<file path="config.mk">
export PLATFORM = sky130hd
export DESIGN_NAME = sync_gen_flat
export DESIGN_NICKNAME = d
export VERILOG_FILES = /design/src/rtl/sync_gen_pkg.sv /design/src/rtl/sync_gen_if.sv /design/src/rtl/sync_gen_edge_detect.sv /design/src/rtl/sync_gen.sv /design/src/flat_wrapper.sv
export SDC_FILE = /design/constraint.sdc
export NUM_CORES = 1
export LEC_CHECK = 0
export CORE_MARGIN = 2
export CORE_UTILIZATION = 45
export DETAILED_ROUTE_END_ITERATION = 7
export GPL_ROUTABILITY_DRIVEN = 1
export HOLD_SLACK_MARGIN = 0.02
export PLACE_DENSITY = 0.75
export SETUP_SLACK_MARGIN = 0.15
export SLEW_MARGIN = 5
export SYNTH_ARGS = -nofsm -noshare
export SYNTH_HDL_FRONTEND = slang
export SYNTH_HIERARCHICAL = 1
export SYNTH_SLANG_ARGS = --single-unit
</file>
<file path="constraint.sdc">
create_clock -name clk -period 4.1 [get_ports clk]
set_clock_uncertainty 0.1 [all_clocks]
set_input_delay 0.82 -clock clk [delete_from_list [all_inputs] [get_ports clk]]
set_output_delay 0.82 -clock clk [all_outputs]
set_load 0.01 [all_outputs]
</file>
<file path="src/rtl/sync_gen_pkg.sv">
// sync_gen shared types and helpers.
// Optional pulse counter build macro: SYNC_GEN_PULSE_CNT_EN.
package sync_gen_pkg;

  typedef enum logic [1:0] {
    IDLE    = 2'b00,
    ARMED   = 2'b01,
    RUNNING = 2'b10
  } state_t;

  // Shortest period that still leaves at least one low cycle.
  function automatic logic [31:0] eff_period(
    input logic [31:0] p,
    input logic [31:0] pw
  );
    return (p > pw) ? p : pw + 32'd1;
  endfunction

endpackage

</file>
<file path="src/rtl/sync_gen_if.sv">
// sync_gen control/status bundle.
// Optional pulse counter build macro: SYNC_GEN_PULSE_CNT_EN.
interface sync_gen_if #(
  parameter int PERIOD_WIDTH    = 16,
  parameter int PULSE_CNT_WIDTH = 32
);

  logic                       arm;
  logic                       stop;
  logic                       sync_in;
  logic [PERIOD_WIDTH-1:0]    period;
  logic                       sync_out;
  logic                       count_en;
  logic                       count_rst;
  logic                       armed;
  logic                       running;
  logic [PULSE_CNT_WIDTH-1:0] pulse_cnt;

  modport master (
    output arm, stop, sync_in, period,
    input  sync_out, count_en, count_rst,
    input  armed, running, pulse_cnt
  );

  modport slave (
    input  arm, stop, sync_in, period,
    output sync_out, count_en, count_rst,
    output armed, running, pulse_cnt
  );

endinterface

</file>
<file path="src/rtl/sync_gen_edge_detect.sv">
// Registered rising-edge detector for sync_in.
// Optional pulse counter build macro: SYNC_GEN_PULSE_CNT_EN.
module sync_gen_edge_detect (
  input  logic clk,
  input  logic rst,
  input  logic d,
  output logic rise
);

  logic d_q;

  // Remember the previous sample.
  always_ff @(posedge clk or negedge rst) begin
    if (!rst) d_q <= 1'b0;
    else      d_q <= d;
  end

  assign rise = d & ~d_q;

endmodule

</file>
<file path="src/rtl/sync_gen.sv">
// Periodic sync-pulse generator driving a downstream counter.
// Optional pulse counter build macro: SYNC_GEN_PULSE_CNT_EN.
module sync_gen
  import sync_gen_pkg::*;
#(
  parameter string ARCHITECTURE    = "BEHAVIORAL",
  parameter int    PERIOD_WIDTH    = 16,
  parameter int    PULSE_WIDTH     = 1,
  parameter int    PULSE_CNT_WIDTH = 32
) (
  input logic      clk,
  input logic      rst,
  sync_gen_if.slave bus
);

  localparam logic [31:0] PW32 =
    32'(PULSE_WIDTH);
  localparam logic [PERIOD_WIDTH-1:0] PW_P =
    PERIOD_WIDTH'(PULSE_WIDTH);
  localparam logic [PERIOD_WIDTH-1:0] ONE =
    PERIOD_WIDTH'(1);

  // Vendor-primitive variants are not populated.
  if (ARCHITECTURE == "VIRTEX5" ||
      ARCHITECTURE == "VIRTEX6") begin : g_vendor
  end

  state_t                  state_q;
  state_t                  state_d;
  logic [PERIOD_WIDTH-1:0] period_q;
  logic [PERIOD_WIDTH-1:0] period_d;
  logic [PERIOD_WIDTH-1:0] phase_q;
  logic [PERIOD_WIDTH-1:0] phase_d;
  logic [PERIOD_WIDTH-1:0] eff;
  logic [PERIOD_WIDTH-1:0] last;
  logic                    rise;
  logic                    running;
  logic                    wrap;

  sync_gen_edge_detect u_edge (
    .clk  (clk),
    .rst  (rst),
    .d    (bus.sync_in),
    .rise (rise)
  );

  assign eff = PERIOD_WIDTH'(
    eff_period(32'(period_q), PW32));
  assign last    = eff - ONE;
  assign wrap    = (phase_q == last);
  assign running = (state_q == RUNNING);

  // State, latched period and phase registers.
  always_ff @(posedge clk or negedge rst) begin
    if (!rst) begin
      state_q  <= IDLE;
      period_q <= '0;
      phase_q  <= '0;
    end else begin
      state_q  <= state_d;
      period_q <= period_d;
      phase_q  <= phase_d;
    end
  end

  // Next state: stop beats arm, arm beats a sync edge.
  always_comb begin
    state_d  = state_q;
    period_d = period_q;
    phase_d  = phase_q;
    if (bus.stop) begin
      state_d = IDLE;
    end else begin
      case (state_q)
        IDLE: begin
          if (bus.arm) begin
            state_d  = ARMED;
            period_d = bus.period;
          end
        end
        ARMED: begin
          if (bus.arm) begin
            period_d = bus.period;
          end else if (rise) begin
            state_d = RUNNING;
            phase_d = '0;
          end
        end
        RUNNING: begin
          if (bus.arm) begin
            state_d  = ARMED;
            period_d = bus.period;
          end else begin
            phase_d = wrap ? '0 : phase_q + ONE;
          end
        end
        default: state_d = IDLE;
      endcase
    end
  end

  assign bus.sync_out  = running & (phase_q < PW_P);
  assign bus.count_en  = running;
  assign bus.count_rst = ~running | (phase_q == '0);
  assign bus.armed     = (state_q == ARMED);
  assign bus.running   = running;

`ifdef SYNC_GEN_PULSE_CNT_EN
  logic [PULSE_CNT_WIDTH-1:0] cnt_q;
  logic                       load;

  assign load = ~bus.stop & ~bus.arm &
                (((state_q == ARMED) & rise) |
                 (running & wrap));

  // Count every phase-zero load; arm starts afresh.
  always_ff @(posedge clk or negedge rst) begin
    if (!rst)
      cnt_q <= '0;
    else if (bus.arm & ~bus.stop)
      cnt_q <= '0;
    else if (load)
      cnt_q <= cnt_q + 1'b1;
  end

  assign bus.pulse_cnt = cnt_q;
`else
  assign bus.pulse_cnt = '0;
`endif

endmodule

</file>
<file path="src/flat_wrapper.sv">
// flat-port wrapper written by rule: the top's interface ports become plain ports
module sync_gen_flat import sync_gen_pkg::*;
#(
  parameter string ARCHITECTURE    = "          ",
  parameter int    PERIOD_WIDTH    = 16,
  parameter int    PULSE_WIDTH     = 1,
  parameter int    PULSE_CNT_WIDTH = 32
)
  (clk, rst, bus_arm, bus_stop, bus_sync_in, bus_period, bus_sync_out, bus_count_en, bus_count_rst, bus_armed, bus_running, bus_pulse_cnt);
  sync_gen_if #(.PERIOD_WIDTH(PERIOD_WIDTH), .PULSE_CNT_WIDTH(PULSE_CNT_WIDTH)) bus_i ();
  input logic clk;
  input logic rst;
  input wire logic [$bits(bus_i.arm)-1:0] bus_arm;
  input wire logic [$bits(bus_i.stop)-1:0] bus_stop;
  input wire logic [$bits(bus_i.sync_in)-1:0] bus_sync_in;
  input wire logic [$bits(bus_i.period)-1:0] bus_period;
  output wire logic [$bits(bus_i.sync_out)-1:0] bus_sync_out;
  output wire logic [$bits(bus_i.count_en)-1:0] bus_count_en;
  output wire logic [$bits(bus_i.count_rst)-1:0] bus_count_rst;
  output wire logic [$bits(bus_i.armed)-1:0] bus_armed;
  output wire logic [$bits(bus_i.running)-1:0] bus_running;
  output wire logic [$bits(bus_i.pulse_cnt)-1:0] bus_pulse_cnt;
  assign bus_i.arm = bus_arm;
  assign bus_i.stop = bus_stop;
  assign bus_i.sync_in = bus_sync_in;
  assign bus_i.period = bus_period;
  assign bus_sync_out = bus_i.sync_out;
  assign bus_count_en = bus_i.count_en;
  assign bus_count_rst = bus_i.count_rst;
  assign bus_armed = bus_i.armed;
  assign bus_running = bus_i.running;
  assign bus_pulse_cnt = bus_i.pulse_cnt;
  sync_gen #(.ARCHITECTURE(ARCHITECTURE), .PERIOD_WIDTH(PERIOD_WIDTH), .PULSE_WIDTH(PULSE_WIDTH), .PULSE_CNT_WIDTH(PULSE_CNT_WIDTH)) u_core (.clk(clk), .rst(rst), .bus(bus_i));
endmodule
</file>
==> results.md <==
- Clk slew on worst S/H paths: 0.07 ns
- First-pass GRT wire length: 9320 µm
- Worst setup path endpoint: u_core/phase_q[5]$_DFFE_PN0P_
- Vias in the first global route: 1,946
- Num ports: 58
- FMAX: 262 MHz
- Worst r2r path cells: 14
- Setup CP Type: register to register
- Worst path max stage delay: 0.55 ns
- Initial DRC Count: 161
- Grt ovf: 0
- Clock root cell: clkbuf_8
- Post-Syn Instances: 293
- Met2 Wirelength: 2700 µm
- TritonRoute pass-1 iters: 4
- CP max FO: 8
- Worst skew pair latency: 0.29 ns
- Hold Crit Class: register to register
- Register area share after synthesis: 0.336
- Number of synthesized flops with an enable pin: 0
- Yosys Warn Count: 6
- Share of cells above drive strength 1: 0.199
- VDD IR max: 0.229 mV
- Initial Util: 0.471
- Cell Chain, Critical Path: or4_4 -> nor3_4 -> nand3_1 -> nand2_1 -> ha_2 -> or3b_4 -> or4_4 -> a211oi_2 -> nand3_1 -> a211oi_2 -> a21oi_2 -> buf_6 -> and3_1 -> a221o_1
- Max cap viols: 0
- Die X-Extent: 80.1 µm
- Final HPWL DP: 4220 µm
- Avg Cell Area, Syn: 8.90 µm²
- Setup ws final: 0.277 ns
- Mapped cell area: 2610 µm²
- Port Buf Inserts: 25
- WP buf/inv: 1
- Largest net degree at the start of global routing: 36
- Filler instances: 498
- Rel. slew slack: 0.530
- Power Internal: 0.699 mW
- Tcrit/Tclk final: 0.932
- Total die area: 6420 µm²
- WP data arrival: 3.89 ns
- # setup viols final: 0
- Yosys top cell area share: 0.336
- Clk pwr share: 0.259
- WL met3: 302 µm
- Setup TNS: 0 ns
- Clock Path Buffers: 2
- Die span in y: 80.1 µm
- H-tree depth: 2
- Fin crit period: 3.82 ns
- RR Startpoint: u_core/period_q[7]$_DFFE_PN0P_
- Power Density: 346 nW/µm²
- Net switching fraction of the power: 0.339
- Flops & latches, synth: 35
- Initial antenna violation count: 0
- Synth area leader: dfrtp_1
- CP Depth: 14
- Status: finished clean
- Slew Viols, Final: 0
- Final core utilization: 0.552
- WL/cell: 14.1 µm
- Pre-CTS setup slack: 0.0512 ns
- RSZ-0062 raised after global routing: no
- Synth area leaders: dfrtp_1 34%, buf_4 9.5%, mux2_2 6.9%
- Crit-path leading delay family: simple AND/OR/NAND/NOR gates
- Highest metal used: met4
- TritonCTS buffer count: 5
- R2R Setup Slk: 0.28 ns
- Final GP Congestion: 0.924
- Flop pwr share: 0.446
- Detail Route Antenna Nets: 0
- Clock sink count: 35
- Top_reg_cell synth: dfrtp_1
- Leakage: 1.28 nW
- Comb pwr share: 0.295
- Netlist cell types: 55
- FP Rows: 27
- R2r endpoint: u_core/phase_q[5]$_DFFE_PN0P_
- Core ar.: 5540 µm²
- Global-route usage over all layers: 0.186
- Switching pwr: 0.359 mW
- DR vias: 2,221
- Overall routed net length: 5680 µm
- Crit path required time: 4.17 ns
- CTS tree: built
- Fin. Hold Viols: 0
- Number of remaining DRC errors: 0
- Vias/cell: 5.51
- WHS: 0.482 ns
- Crit. End Element: register
- Critical path launch point: u_core/period_q[7]$_DFFE_PN0P_
- # diodes: 0
- Measured slew at the worst slew-check pin: 0.704 ns
- Synth-to-layout area growth: 17.3%
- Final nets: 354
- WL met1: 2550 µm
- Ys async rst share: 1.00
- Critical path's slowest cell: or4_4
- Setup crit start kind: register
worst min-delay path by stage:
stage                                         start                         endpoint  slack, ns  cells past startpoint
finish              u_core/period_q[15]$_DFFE_PN0P_  u_core/period_q[15]$_DFFE_PN0P_       0.48                      1
global route          u_core/state_q[0]$_DFFE_PN0P_    u_core/state_q[0]$_DFFE_PN0P_       0.51                      2
CTS                 u_core/period_q[15]$_DFFE_PN0P_  u_core/period_q[15]$_DFFE_PN0P_       0.49                      1
detailed placement  u_core/period_q[15]$_DFFE_PN0P_  u_core/period_q[15]$_DFFE_PN0P_       0.46                      1
global placement     u_core/period_q[6]$_DFFE_PN0P_   u_core/period_q[6]$_DFFE_PN0P_       0.45                      1
floorplan                                       rst   u_core/period_q[0]$_DFFE_PN0P_       0.42                      0
sequential cells by signal, indices dropped and copies added (netlist names):
register,flops
u_core/u_edge/d_q,1
u_core/phase_q,16
u_core/state_q,2
u_core/period_q,16
synth_stat cells, drive strengths merged, types with 6 or more instances:
cell type	number
a21oi	9
o21ai	10
nor2	11
clkbuf	9
inv	11
mux2	16
buf	39
or3	7
and3	12
nor3	14
nor4	8
xnor2	11
dfrtp	35
nand2	20
nand3	12
or4	6
final cells by class:
type | instances | area [µm²] | share of cell area
Clock buffer | 8 | 100 | 0.0327
Timing Repair Buffer | 47 | 423 | 0.138
Sequential cell | 35 | 876 | 0.286
Tap cell | 72 | 90.1 | 0.0294
Multi-Input combinational cell | 229 | 1530 | 0.499
Inverter | 12 | 45.0 | 0.0147
layer usage:
layer  track usage  vias up
li1              -     1068
met4        0.0780        0
met3        0.0348       13
met2         0.286       91
met5             0        -
met1         0.257     1049
cell families after synthesis:
logic type	share of synthesized area
compound gates	0.129
mux	0.0691
fa+ha+maj	0.0144
flops	0.336
buf+inv	0.140
simple gates	0.258
xor+xnor	0.0537
other cells	0.00144
timing repair:
item / 4_1_cts / 5_1_grt
setup buffers: 0 / 7
endpoints found under the setup margin: 7 / 11
gates resized for setup: 3 / 4
pin swaps: 1 / 7
hold buffers: 0 / 0
per-stage QoR:
step | instance area, µm² | cells | power, mW
3_3_place_gp | 2880 | 388 | 0.760
3_5_place_dp | 2880 | 388 | 0.769
2_1_floorplan | 2760 | 324 | 0.696
6_report | 3060 | 403 | 1.06
5_1_grt | 3060 | 403 | 1.13
4_1_cts | 2990 | 396 | 1.05
power groups by stage:
stage | Combinational [mW] | Sequential [mW] | Clock, mW
4_1_cts | 0.297 | 0.471 | 0.282
2_1_floorplan | 0.249 | 0.447 | 0
6_report | 0.312 | 0.472 | 0.274
3_3_place_gp | 0.285 | 0.475 | 0
5_1_grt | 0.346 | 0.481 | 0.301
3_5_place_dp | 0.292 | 0.477 | 0
placed cells by master, fill, tap and decap left out, drive strengths merged, types with 3 or more instances in the layout:
cell type and instances:
dfrtp 35, conb 32, clkdlybuf4s50 25, buf 22, nand2 20, mux2 16
nor3 14, nand3 12, and3 12, nor2 11, inv 11, xnor2 11
o21ai 10, a21oi 9, clkbuf 8, nor4 8, or3 7, or4 6
xor2 5, o22ai 5, or2 4, nand4 4, o211ai 4, a221o 4
nor2b 3, a211oi 3, ha 3, or3b 3
Power figures use the tool's default switching activity.
